`config.mk`:
```
export PLATFORM = sky130hd
export DESIGN_NAME = cordic_arbiter
export DESIGN_NICKNAME = d
export VERILOG_FILES = /design/src/rtl/cordic_arbiter.sv
export SDC_FILE = /design/constraint.sdc
export NUM_CORES = 1
export LEC_CHECK = 0
export CORE_AREA = 2 2 156 158
export DETAILED_ROUTE_END_ITERATION = 16
export DIE_AREA = 0 0 158 160
export HOLD_SLACK_MARGIN = 0.06
export PLACE_DENSITY = 0.59
export SYNTH_ARGS = -nofsm -noshare
export SYNTH_HDL_FRONTEND = slang
export SYNTH_SLANG_ARGS = --single-unit
```
`constraint.sdc`:
```
create_clock -name Clk -period 6.6 [get_ports Clk]
set_clock_uncertainty 0.15 [all_clocks]
set_input_delay 0.99 -clock Clk [delete_from_list [all_inputs] [get_ports Clk]]
set_output_delay 0.99 -clock Clk [all_outputs]
set_load 0.03 [all_outputs]
```
`src/rtl/cordic_arbiter.sv`:
```
// cordic_arbiter: shares one CORDIC core among NREQ requesters, round-robin, with a watchdog.
// Optional CORDIC_ARB_STATS_EN adds saturating ops_count/err_count outputs.
module cordic_arbiter #(
  parameter int NREQ    = 4,
  parameter int W       = 16,
  parameter int TIMEOUT = 63,
  localparam int IDW    = $clog2(NREQ)
) (
  input  logic              Clk,
  input  logic              Reset,
  input  logic [NREQ-1:0]   req,
  input  logic [NREQ*W-1:0] req_x,
  input  logic [NREQ*W-1:0] req_y,
  input  logic [NREQ*W-1:0] req_a,
  input  logic [NREQ*W-1:0] req_b,
  output logic [NREQ-1:0]   gnt,
  output logic              core_start,
  output logic [W-1:0]      core_x,
  output logic [W-1:0]      core_y,
  output logic [W-1:0]      core_a,
  output logic [W-1:0]      core_b,
  input  logic              core_done,
  input  logic [W-1:0]      core_X,
  input  logic [W-1:0]      core_Y,
  output logic              rsp_valid,
  input  logic              rsp_ready,
  output logic [IDW-1:0]    rsp_id,
  output logic [W-1:0]      rsp_X,
  output logic [W-1:0]      rsp_Y,
  output logic              rsp_err,
  output logic              busy
`ifdef CORDIC_ARB_STATS_EN
  ,
  output logic [15:0]       ops_count,
  output logic [7:0]        err_count
`endif
);

  typedef enum logic [1:0] {IDLE, ISSUE, WAIT, RESP} state_t;

  localparam logic [7:0] TO_CNT = 8'(TIMEOUT);

  state_t          state_q, state_d;
  logic [IDW-1:0]  rr_q, rr_d, id_q, id_d;
  logic [7:0]      cnt_q, cnt_d;
  logic [W-1:0]    opx_q, opx_d, opy_q, opy_d, opa_q, opa_d, opb_q, opb_d;
  logic [W-1:0]    rx_q, rx_d, ry_q, ry_d;
  logic            err_q, err_d, start_q, start_d;
  logic [NREQ-1:0] gnt_q, gnt_d;
  logic            found;
  logic [IDW-1:0]  pick;

`ifdef CORDIC_ARB_STATS_EN
  logic [15:0] ops_q, ops_d;
  logic [7:0]  errc_q, errc_d;

  function automatic logic [15:0] sat_inc16(input logic [15:0] v);
    return (v == 16'hFFFF) ? v : v + 16'd1;
  endfunction

  function automatic logic [7:0] sat_inc8(input logic [7:0] v);
    return (v == 8'hFF) ? v : v + 8'd1;
  endfunction
`endif

  // Round-robin scan starting at rr_q, wrapping modulo NREQ
  always_comb begin : scan
    int idx;
    found = 1'b0;
    pick  = '0;
    idx   = 0;
    for (int k = 0; k < NREQ; k++) begin
      idx = int'(rr_q) + k;
      if (idx >= NREQ) idx = idx - NREQ;
      if (!found && req[idx]) begin
        found = 1'b1;
        pick  = IDW'(idx);
      end
    end
  end

  always_comb begin
    state_d = state_q;
    rr_d    = rr_q;
    id_d    = id_q;
    cnt_d   = cnt_q;
    opx_d   = opx_q;
    opy_d   = opy_q;
    opa_d   = opa_q;
    opb_d   = opb_q;
    rx_d    = rx_q;
    ry_d    = ry_q;
    err_d   = err_q;
    gnt_d   = '0;
    start_d = 1'b0;
`ifdef CORDIC_ARB_STATS_EN
    ops_d   = ops_q;
    errc_d  = errc_q;
`endif
    case (state_q)
      IDLE: if (found) begin
        state_d = ISSUE;
        id_d    = pick;
        opx_d   = req_x[int'(pick)*W +: W];
        opy_d   = req_y[int'(pick)*W +: W];
        opa_d   = req_a[int'(pick)*W +: W];
        opb_d   = req_b[int'(pick)*W +: W];
        gnt_d   = NREQ'(1) << pick;
        start_d = 1'b1;
      end
      ISSUE: begin
        cnt_d   = '0;
        state_d = WAIT;
      end
      WAIT: begin
        // cnt_d counts WAIT cycles including this one; a done in the last cycle still wins
        cnt_d = cnt_q + 8'd1;
        if (core_done) begin
          rx_d    = core_X;
          ry_d    = core_Y;
          err_d   = 1'b0;
          state_d = RESP;
        end else if (cnt_d == TO_CNT) begin
          rx_d    = '0;
          ry_d    = '0;
          err_d   = 1'b1;
          state_d = RESP;
        end
      end
      RESP: if (rsp_ready) begin
        state_d = IDLE;
        rr_d    = (id_q == IDW'(NREQ-1)) ? '0 : id_q + IDW'(1);
`ifdef CORDIC_ARB_STATS_EN
        if (err_q) errc_d = sat_inc8(errc_q);
        else       ops_d  = sat_inc16(ops_q);
`endif
      end
      default: state_d = IDLE;
    endcase
  end

  always_ff @(posedge Clk or negedge Reset) begin
    if (!Reset) begin
      state_q <= IDLE;
      rr_q    <= '0;
      id_q    <= '0;
      cnt_q   <= '0;
      opx_q   <= '0;
      opy_q   <= '0;
      opa_q   <= '0;
      opb_q   <= '0;
      rx_q    <= '0;
      ry_q    <= '0;
      err_q   <= 1'b0;
      gnt_q   <= '0;
      start_q <= 1'b0;
`ifdef CORDIC_ARB_STATS_EN
      ops_q   <= '0;
      errc_q  <= '0;
`endif
    end else begin
      state_q <= state_d;
      rr_q    <= rr_d;
      id_q    <= id_d;
      cnt_q   <= cnt_d;
      opx_q   <= opx_d;
      opy_q   <= opy_d;
      opa_q   <= opa_d;
      opb_q   <= opb_d;
      rx_q    <= rx_d;
      ry_q    <= ry_d;
      err_q   <= err_d;
      gnt_q   <= gnt_d;
      start_q <= start_d;
`ifdef CORDIC_ARB_STATS_EN
      ops_q   <= ops_d;
      errc_q  <= errc_d;
`endif
    end
  end

  assign gnt        = gnt_q;
  assign core_start = start_q;
  assign core_x     = opx_q;
  assign core_y     = opy_q;
  assign core_a     = opa_q;
  assign core_b     = opb_q;
  assign rsp_valid  = (state_q == RESP);
  assign rsp_id     = id_q;
  assign rsp_X      = rx_q;
  assign rsp_Y      = ry_q;
  assign rsp_err    = err_q;
  assign busy       = (state_q != IDLE);
`ifdef CORDIC_ARB_STATS_EN
  assign ops_count  = ops_q;
  assign err_count  = errc_q;
`endif

endmodule

```
# Yosys cells after proc, flatten, opt, wreduce, memory -nomap -nowiden

Index checks and enable logic that the tools add are counted.

Equality and inequality tests: 8
Magnitude comparators: 8
Mux-type cells: 40
Shift-type cells: 5
Reduce and logical (&&, ||, !) cells: 14
Add/subtract/negate cells: 9

Operators by type and width:

| cell                                                                                 | number |
|---|---|
| 64-bit by 7-bit variable part select with 16-bit output                              | 4 |
| 32-bit by 4-bit less-than comparator with 1-bit output (second input constant)       | 4 |
| 32-bit 2-to-1 mux                                                                    | 4 |
| 16-bit 2-to-1 mux                                                                    | 3 |
| 2-bit 2-to-1 mux                                                                     | 9 |
| 1-bit 2-to-1 mux                                                                     | 16 |
| 8-bit one-hot mux with 2 select lines                                                | 1 |
| 3-bit by 3-bit subtractor with 4-bit output (second input constant)                  | 3 |
| 3-bit greater-or-equal comparator (second input constant)                            | 3 |
| 8-bit by 1-bit adder with 8-bit output (second input constant)                       | 1 |
| 1-bit binary-select mux with 2-bit select                                            | 4 |
| 8-bit by 6-bit == test with 1-bit output (second input constant)                     | 1 |
| 4-bit 2-to-1 mux                                                                     | 2 |
| 2-bit one-hot mux with 4 select lines                                                | 1 |
| 2-bit by 2-bit adder with 3-bit output (second input constant)                       | 2 |
| 2-bit == test (second input constant)                                                | 3 |
| 2-bit AND reduction                                                                  | 3 |
| 2-bit nonzero test                                                                   | 3 |
| 1-bit by 2-bit left shift with 4-bit output (first input constant)                   | 1 |
| 2-bit by 3-bit subtractor with 4-bit output (second input constant)                  | 1 |
| 2-bit by 1-bit adder with 3-bit output (second input constant)                       | 1 |
| 2-bit by 3-bit greater-or-equal comparator with 1-bit output (second input constant) | 1 |
| 1-bit logical AND                                                                    | 3 |
| 1-bit zero test                                                                      | 3 |
| 7 further kinds                                                                      | 7 |

Bits of input ports: 296
Register bits after elaboration: 116
Logic and storage cells: 97
Output and inout port bits: 106

# Logic depth before layout (Yosys ltp)

Gate-level depths: netlist (run 1).

Word-level depth: 18
Gate-level depth with buffers: 8
Depth with buffers taken out: 7

# Least setup slack after synthesis (run 1)

No wires, ideal clock.

Path kind: input to register
Start: input req[0]
End: register opa_q[12] (netlist: core_a[12])
Stages on the path: 7
Buffers on the path: 1
Arrival time: 2326 ps
Path slack: 4030 ps
Library setup time: 94 ps
Required time: 6356 ps
Cells stage by stage: nor4_1 nand2b_1 inv_1 nand3_1 clkbuf_1 a211oi_1 a211oi_1

Word-level cells in the longest chain between the ends: 14
Elaborated cells between the ends (all ways): 28
Classes of those cells: shift: 1; mux: 20; reduce/logical: 7

Ends and longest elaborated chain:

| element                                                                                               | line | RTL |
|---|---|---|
| from (decl)                                                                                           | 11   | `input logic [NREQ-1:0] req,` |
| 1-bit binary-select mux with 2-bit select                                                             | 75   | `if (!found && req[idx]) begin` |
| 1-bit 2-to-1 mux (not written as such) (2 in a row)                                                   | 75   |  |
| 1-bit 2-to-1 mux                                                                                      | 75   |  |
| 1-bit zero test                                                                                       | 75   |  |
| 1-bit logical AND                                                                                     | 75   |  |
| 1-bit 2-to-1 mux                                                                                      | 75   |  |
| 1-bit zero test                                                                                       | 75   |  |
| 1-bit logical AND                                                                                     | 75   |  |
| 1-bit 2-to-1 mux                                                                                      | 75   |  |
| 1-bit zero test                                                                                       | 75   |  |
| 1-bit logical AND                                                                                     | 75   |  |
| 2-bit 2-to-1 mux / 1-bit 2-to-1 mux (equally long branches)                                           | 75   |  |
| 64-bit by 7-bit variable part select with 16-bit output / 2-bit AND reduction (equally long branches) | -    |  |
| to (signal assigned)                                                                                  | 168  | `opa_q <= opa_d;` |
| to (decl)                                                                                             | 46   | `logic [W-1:0] opx_q, opx_d, opy_q, opy_d, opa_q, opa_d, opb_q, opb_d;` |

Several ways; a longest one is shown, not always the timed one. The select of a mux whose other input is x is not followed.
A chain may end at the register's enable or synchronous reset.

# Final worst setup path (run 1)

Start: input req[3]
End: register opa_q[4] (netlist: core_a[4])

Same word-level chain as after synthesis.

==> Implementation_results.wiki, run 1 <==
{| class="wikitable"
! Metric !! Value
|-
| Result of the run || finished, final reports clean
|-
| Critical-path maximum fanout || 34
|-
| Cells on Worst Hold Path || 1
|-
| Stage delay of the slowest cell on the critical path || a little over 900 ps
|-
| Sum of negative setup slack || 0 ps
|-
| Ordered list of cells on the worst path || clkdlybuf4s50_1, and3b_1, o21ai_0, nand3_2, a211oi_1, a211oi_1
|-
| Cell accounting for the most synthesized area || dfrtp_1
|-
| Worst Setup Path Type || in2reg
|-
| Launching element type of the critical path || input pin
|-
| Most common library cell in the layout ignoring fill and taps || clkdlybuf4s50_1
|-
| Pin count of the biggest net entering global routing || 70
|-
| Number of storage elements in the synthesis netlist || 116
|-
| CP arrival || between 3000 and 4000 ps
|-
| Cells resized by post-CTS repair || 0
|-
| Vias || 6916
|-
| Number of global-route vias before repair || 7045
|-
| Leading cell types in the layout, fill and taps excluded || 400 x clkdlybuf4s50_1, 128 x a211oi_1, 116 x dfrtp_1, 78 x inv_1, 72 x nor2_1
|-
| Data required time at the worst endpoint || about 6700 ps
|-
| Register-to-register setup slack || around 3500 ps
|-
| Final ANT Viol Nets || 0
|-
| Count of flip-flops with a built-in enable after synthesis || 0
|-
| Worst reg2reg path depth || 7
|-
| Maximum resistive drop on vdd || roughly 0.00022 V
|-
| Least-Margin Pin Slew || 1207 ps
|-
| Die area || 25280 sq um
|-
| H-Tree Depth || 4
|-
| Top post-synthesis cells by area || dfrtp_1 44%, a211oi_1 15%, mux2i_1 10%
|-
| Cell type of the slowest stage on the worst timing path || nand3_2
|-
| Remaining global-route overflow || 0
|-
| Num Clock Sinks || around 120
|-
| Iteration count of the initial detailed-routing pass || 5
|-
| Number of maximum-capacitance constraint violations || 0
|-
| Number of placement rows || 57
|-
| Skew-Pair Late Insertion Delay || 410 ps
|-
| Number of buffers on the longest clock path || 2
|-
| Async set-or-reset flop fraction in the synthesized netlist || 100.0%
|-
| Total area of sequential cells || 2903 sq um
|-
| Worst relative slew slack || 19.35%
|-
| Die W || ~160 um
|-
| Family with the most delay on the worst path || compound AO/OA/AOI/OAI gates
|-
| Endpoint, Worst Hold || rsp_X[11]
|-
| Class of the tightest hold or removal check || reg2reg
|-
| Area fraction in compound gates after synthesis || 27.74%
|-
| Most common cell type on the critical path || a211oi_1
|-
| First-pass GRT wire length || between 40000 and 50000 um
|-
| Count of routing violations after the opening detailed-route iteration || about 350
|-
| Leakage power || 0.004775 uW
|-
| Post-synthesis share of cell area spent on and, or, nand and nor gates || between 7 and 8%
|-
| Ratio of total power to cell area || about 440 nW/um^2
|-
| Capturing point of the worst reg2reg path || core_y[15]
|-
| DRC violations left || 0
|-
| Count of synthesis-stage warnings from yosys || 0
|-
| R2R Path Start || state_q[0]
|-
| Parity-gate share of the synthesized area counting xor and xnor cells || less than 1%
|-
| Crit path buffers/inverters || 1
|-
| Placed Cells incl. Taps || approximately 1400
|-
| Fillers || approximately 2400
|-
| Number of hold-repair buffers added at the cts stage || 0
|-
| Sum of routed wire length over all layers || 28770 um
|-
| End-of-flow core utilization || a little under half
|-
| Total Routing Usage GR || 21.81%
|-
| Number of standard cells in the final layout excluding fillers || ~1400
|-
| Most used flip-flop cell after synthesis || dfrtp_1
|-
| Final hold violation count || 0
|-
| Average wire length per cell after detail routing || 20.62 um
|-
| Largest family of logic cells by synthesized area || compound AO/OA/AOI/OAI gates
|-
| Buffer cell driving the clock tree root || clkbuf_16
|-
| Post-synthesis share of cell area spent on full adders, half adders and majority gates || 1.149%
|-
| Total Nets Final || about 1400
|-
| Initial Utilization || a little over a quarter
|-
| Critical path capture point type || flop
|-
| FMAX || between 200 and 300 MHz
|-
| Clock buffer count from CTS || 17
|-
| Top-area cell type share of the netlist area || 44.42%
|-
| Post-Synthesis Cells || approximately 690
|-
| Post-DP HPWL || about 20000 um
|-
| Total area of multi-input combinational cells || 3110 sq um
|-
| Routability-driven placement congestion ratio || between 0.7 and 0.8
|-
| Ports || roughly 400
|-
| Ratio of cells with drive above 1 in the final layout || under 10%
|-
| Crit path setup slack, layout || between 2000 and 3000 ps
|-
| Syn Area/Cell || between 9 and 10 sq um
|-
| Sequential cell area fraction in the yosys report || between 40% and 50%
|-
| Post-synthesis to final-layout area growth || 74.17%
|-
| Clock slew seen by the registers of the worst setup and hold paths || about 60 ps
|-
| Clock tree from TritonCTS || yes
|-
| Syn Nets || approximately 990
|-
| Final worst path period share || 56.60%
|-
| Overall die height || 160 um
|-
| Setup repair after global routing missed its margin || false
|-
| Core Box Area || about 24000 sq um
|-
| Fin crit period || about 3700 ps
|-
| Pins Over Slew Limit || 0
|-
| Mux contribution to synthesized area || 10.45%
|-
| Initial antenna violation count || 4
|-
| Port Buffers || roughly 400
|-
| Postcts setup bufs || 0
|-
| DP Worst Slack || ~2500 ps
|-
| Avg Vias per Cell || 4.958
|-
| # setup viols final || 0
|-
| Start point of the worst hold path || rsp_X[11]
|-
| Netlist area before placement || 6535 sq um
|-
| Total power after layout || about 5000 uW
|-
| Cell variety after synth || 37
|}
[metrics by stage]
step	hold slack (ps)	area [sq um]
global route	360.1	11380
CTS	350.9	11380
floorplan	346.0	6535
global placement	333.8	10790
finish	345.7	11380
detailed placement	332.6	10790
[cell type report]
cell class / count / area share [%]
inverter: 79 / 2.605
timing repair buffer: 409 / 35.77
clock inverter: 14 / 1.330
antenna: 2 / 0.04397
sequential: 116 / 25.50
multi-input combinational: 433 / 27.33
clock buffer: 18 / 3.858
tap: 324 / 3.562
[logic make-up after synthesis]
group                      after synthesis
AOI/OAI and AO/OA                      249
xor gates and xnor gates                 2
adders and majority gates                6
buffers and inverters                  143
DFF                                    116
muxes                                   68
and+or+nand+nor                        108
[sequential cells by signal, summed over array words and instances, names as in the netlist, 2 cells and up]
register and flops:
cnt_q 8, core_a 16, core_b 16, core_x 16, core_y 16, gnt 4
rr_q 2, rsp_X 16, rsp_Y 16, rsp_id 2, state_q 2
[where the power goes]
group	internal [uW]	switching, uW	total [uW]
Combinational	1140	1670	2810
Clock	570	360	930
Sequential	1040	191	1230
Total	2760	2220	4970
[cell usage after synthesis (3+ instances only)]
cell / count
a211oi_1: 128
a21oi_1: 4
a22o_1: 30
a31oi_1: 65
and3_1: 3
buf_1: 6
buf_2: 8
buf_6: 3
clkbuf_1: 47
dfrtp_1: 116
ha_1: 6
inv_1: 79
mux2i_1: 66
nand2_1: 10
nand3_1: 7
nand3b_1: 3
nor2_1: 73
o21a_1: 3
o21ai_0: 7
o22ai_1: 4
[worst max path at each step]
stage / start / to / slack, ps / cells after the start
after floorplan: req[0] / core_a[12] / 4030 / 7
after global placement: req[3] / core_a[11] / 2530 / 7
after detailed placement: req[3] / core_y[15] / 2470 / 7
after CTS: req[3] / core_a[4] / 2910 / 6
after global routing: req[3] / core_y[9] / 2720 / 7
final: req[3] / core_a[4] / 2860 / 6
[routing by layer]
metal  vias to the layer above  routed length (um)  GRT usage, %
met5                         -                  13             0
met4                         2                 539         5.938
met3                        37                2774         7.517
met2                       332               14210         38.68
met1                      3261               11230         24.74
li1                       3284                   -             -
Power figures use the tool's default switching activity.
==> inputs of run 2 (changes only) <==
CORE_AREA = 2 2 155 157   (was 2 2 156 158)
DIE_AREA = 0 0 157 159   (was 0 0 158 160)
PLACE_DENSITY = 0.62   (was 0.59)
clock period = 3 ns   (was 6.6 ns; I/O delays follow)
==> run 2 against run 1 <==
Hold slack worse by 68 ps. Global-route usage up 1.5 points. Routed wire length up 2.9%. Clock-buffer cell count down 1. Sequential share of layout area down 0.59 points. Total power up 130%. Critical path type is now reg2reg.
==> Implementation_results.wiki, run 2 (synthesis results as in run 1) <==
{| class="wikitable"
! Metric !! Value
|-
| Clock buffer count from CTS || 17 (unchanged)
|-
| Critical path capture point type || flop
|-
| Maximum resistive drop on vdd || 0.0005117 V (+130%)
|-
| Initial antenna violation count || 1 (-3)
|-
| Ratio of cells with drive above 1 in the final layout || 7.594% (+2.0 points)
|-
| Vias || 7115 (+2.9%)
|-
| Pin count of the biggest net entering global routing || 63 (-10%)
|-
| Worst relative slew slack || 53.42% (+34 points)
|-
| CP arrival || 2720 ps (-1100 ps)
|-
| Leading cell types in the layout, fill and taps excluded || 400 x clkdlybuf4s50_1, 128 x a211oi_1, 116 x dfrtp_1, 78 x inv_1, 72 x nor2_1
|-
| Ratio of total power to cell area || 965.0 nW/um^2 (+120%)
|-
| Initial Utilization || 28.18% (+0.74 points)
|-
| Most common library cell in the layout ignoring fill and taps || clkdlybuf4s50_1
|-
| Capturing point of the worst reg2reg path || rsp_X[7]
|-
| Register-to-register setup slack || 430 ps (-3070 ps)
|-
| Result of the run || finished, final reports clean
|-
| DRC violations left || 0 (unchanged)
|-
| Setup repair after global routing missed its margin || false
|-
| Least-Margin Pin Slew || 697.2 ps (-509.9 ps)
|-
| Core Box Area || 23190 sq um (-2.6%)
|-
| Skew-Pair Late Insertion Delay || 420 ps (about the same)
|-
| Post-synthesis to final-layout area growth || 78.27%
|-
| Final worst path period share || between 80% and 90%
|-
| Sum of routed wire length over all layers || 29590 um (+2.9%)
|-
| Class of the tightest hold or removal check || in2async
|-
| Number of buffers on the longest clock path || 2 (unchanged)
|-
| Ordered list of cells on the worst path || ha_1, xnor2_1, or4b_4, o41ai_2, nand2_2, buf_4, a22o_2
|-
| FMAX || between 300 and 400 MHz
|-
| Avg Vias per Cell || 5.035 (+1.6%)
|-
| Critical-path maximum fanout || 32 (-5.9%)
|-
| # setup viols final || 0 (unchanged)
|-
| Remaining global-route overflow || 0 (unchanged)
|-
| Postcts setup bufs || 0 (unchanged)
|-
| Routability-driven placement congestion ratio || 0.8196 (+4.8%)
|-
| Total Routing Usage GR || 23.33% (+1.5 points)
|-
| Ports || 402 (unchanged)
|-
| Port Buffers || 401 (unchanged)
|-
| Buffer cell driving the clock tree root || clkbuf_16
|-
| Total Nets Final || 1382 (+1.8%)
|-
| Stage delay of the slowest cell on the critical path || 490 ps (-430 ps)
|-
| Die area || 24960 sq um (-1.3%)
|-
| Pins Over Slew Limit || 0 (unchanged)
|-
| R2R Path Start || cnt_q[0]
|-
| Post-DP HPWL || 22160 um (+10%)
|-
| Number of placement rows || 56 (-1.8%)
|-
| First-pass GRT wire length || 44170 um (+6.5%)
|-
| Leakage power || 0.004916 uW (+3.0%)
|-
| Num Clock Sinks || 116 (unchanged)
|-
| H-Tree Depth || 4 (unchanged)
|-
| Launching element type of the critical path || flop
|-
| Count of routing violations after the opening detailed-route iteration || 350 (-1.1%)
|-
| Number of global-route vias before repair || 7462 (+5.9%)
|-
| Sum of negative setup slack || 0 ps (unchanged)
|-
| Clock tree from TritonCTS || yes
|-
| Clock slew seen by the registers of the worst setup and hold paths || 60 ps (about the same)
|-
| Worst Setup Path Type || reg2reg
|-
| Overall die height || 159 um (-0.63%)
|-
| Die W || 157 um (-0.63%)
|-
| Number of maximum-capacitance constraint violations || 0 (unchanged)
|-
| Final hold violation count || 0 (unchanged)
|-
| Worst reg2reg path depth || 7 (unchanged)
|-
| Average wire length per cell after detail routing || 20.94 um (+1.6%)
|-
| Total power after layout || 11240 uW (+130%)
|-
| Data required time at the worst endpoint || 3150 ps (-3530 ps)
|-
| Final ANT Viol Nets || 0 (unchanged)
|-
| Iteration count of the initial detailed-routing pass || 5 (unchanged)
|-
| Cell type of the slowest stage on the worst timing path || or4b_4
|-
| Fin crit period || approximately 2600 ps
|}
-- run 2: worst max-delay path, delay by kind of cell (launching register included) --
kind	cells	cell delay, ps
compound gates	2	650
xor+xnor	1	140
flops	1	410
fa+ha+maj	1	260
simple gates	2	560
buf+inv	1	250
-- run 2: cell type report --
type	instances	area, sq um
timing repair buffer	433	4342
multi-input combinational	433	3110
clock inverter	15	171.4
sequential	116	2903
tap	319	399.1
antenna	1	2.502
fill	2210	11540
clock buffer	17	425.4
inverter	79	296.5
-- run 2: where the power goes --
group | internal (uW) | switching (uW)
clock network | 1250 | 828
registers | 2290 | 427
logic | 2700 | 3750
total | 6240 | 5000
-- run 2: per-stage QoR --
step	instances	setup slack (ps)	hold WS, ps	util [%]	instance area, sq um
detailed placement	1379	230.7	145.5	47.60	11040
CTS	1412	422.6	252.3	50.22	11650
global placement	1379	278.5	146.4	47.60	11040
finish	1413	428.0	277.9	50.23	11650
floorplan	692	665.4	4.409	-	6535
global route	1413	301.9	270.2	50.23	11650
-- run 2: how the worst max path moves through the flow --
stage,endpoint,cells after the start,startpoint
after CTS,rsp_X[7],7,cnt_q[0]
after global routing,rsp_X[7],7,cnt_q[0]
after global placement,core_b[7],6,req[2]
final,rsp_X[7],7,cnt_q[0]
after detailed placement,core_b[13],6,req[2]
after floorplan,state_q[1],6,cnt_q[1]
-- run 2: metal layers --
metal	GRT usage [%]	up-vias	part of all wire, %
li1	-	3335	-
met3	6.641	41	8.1
met2	41.43	335	51
met4	7.590	0	2.4
met1	26.77	3404	39
met5	0	-	0
-- run 2: timing repair --
action	CTS	global route
hold buffers	1	0
hold endpoints to repair	116	0
gates resized for setup	0	0
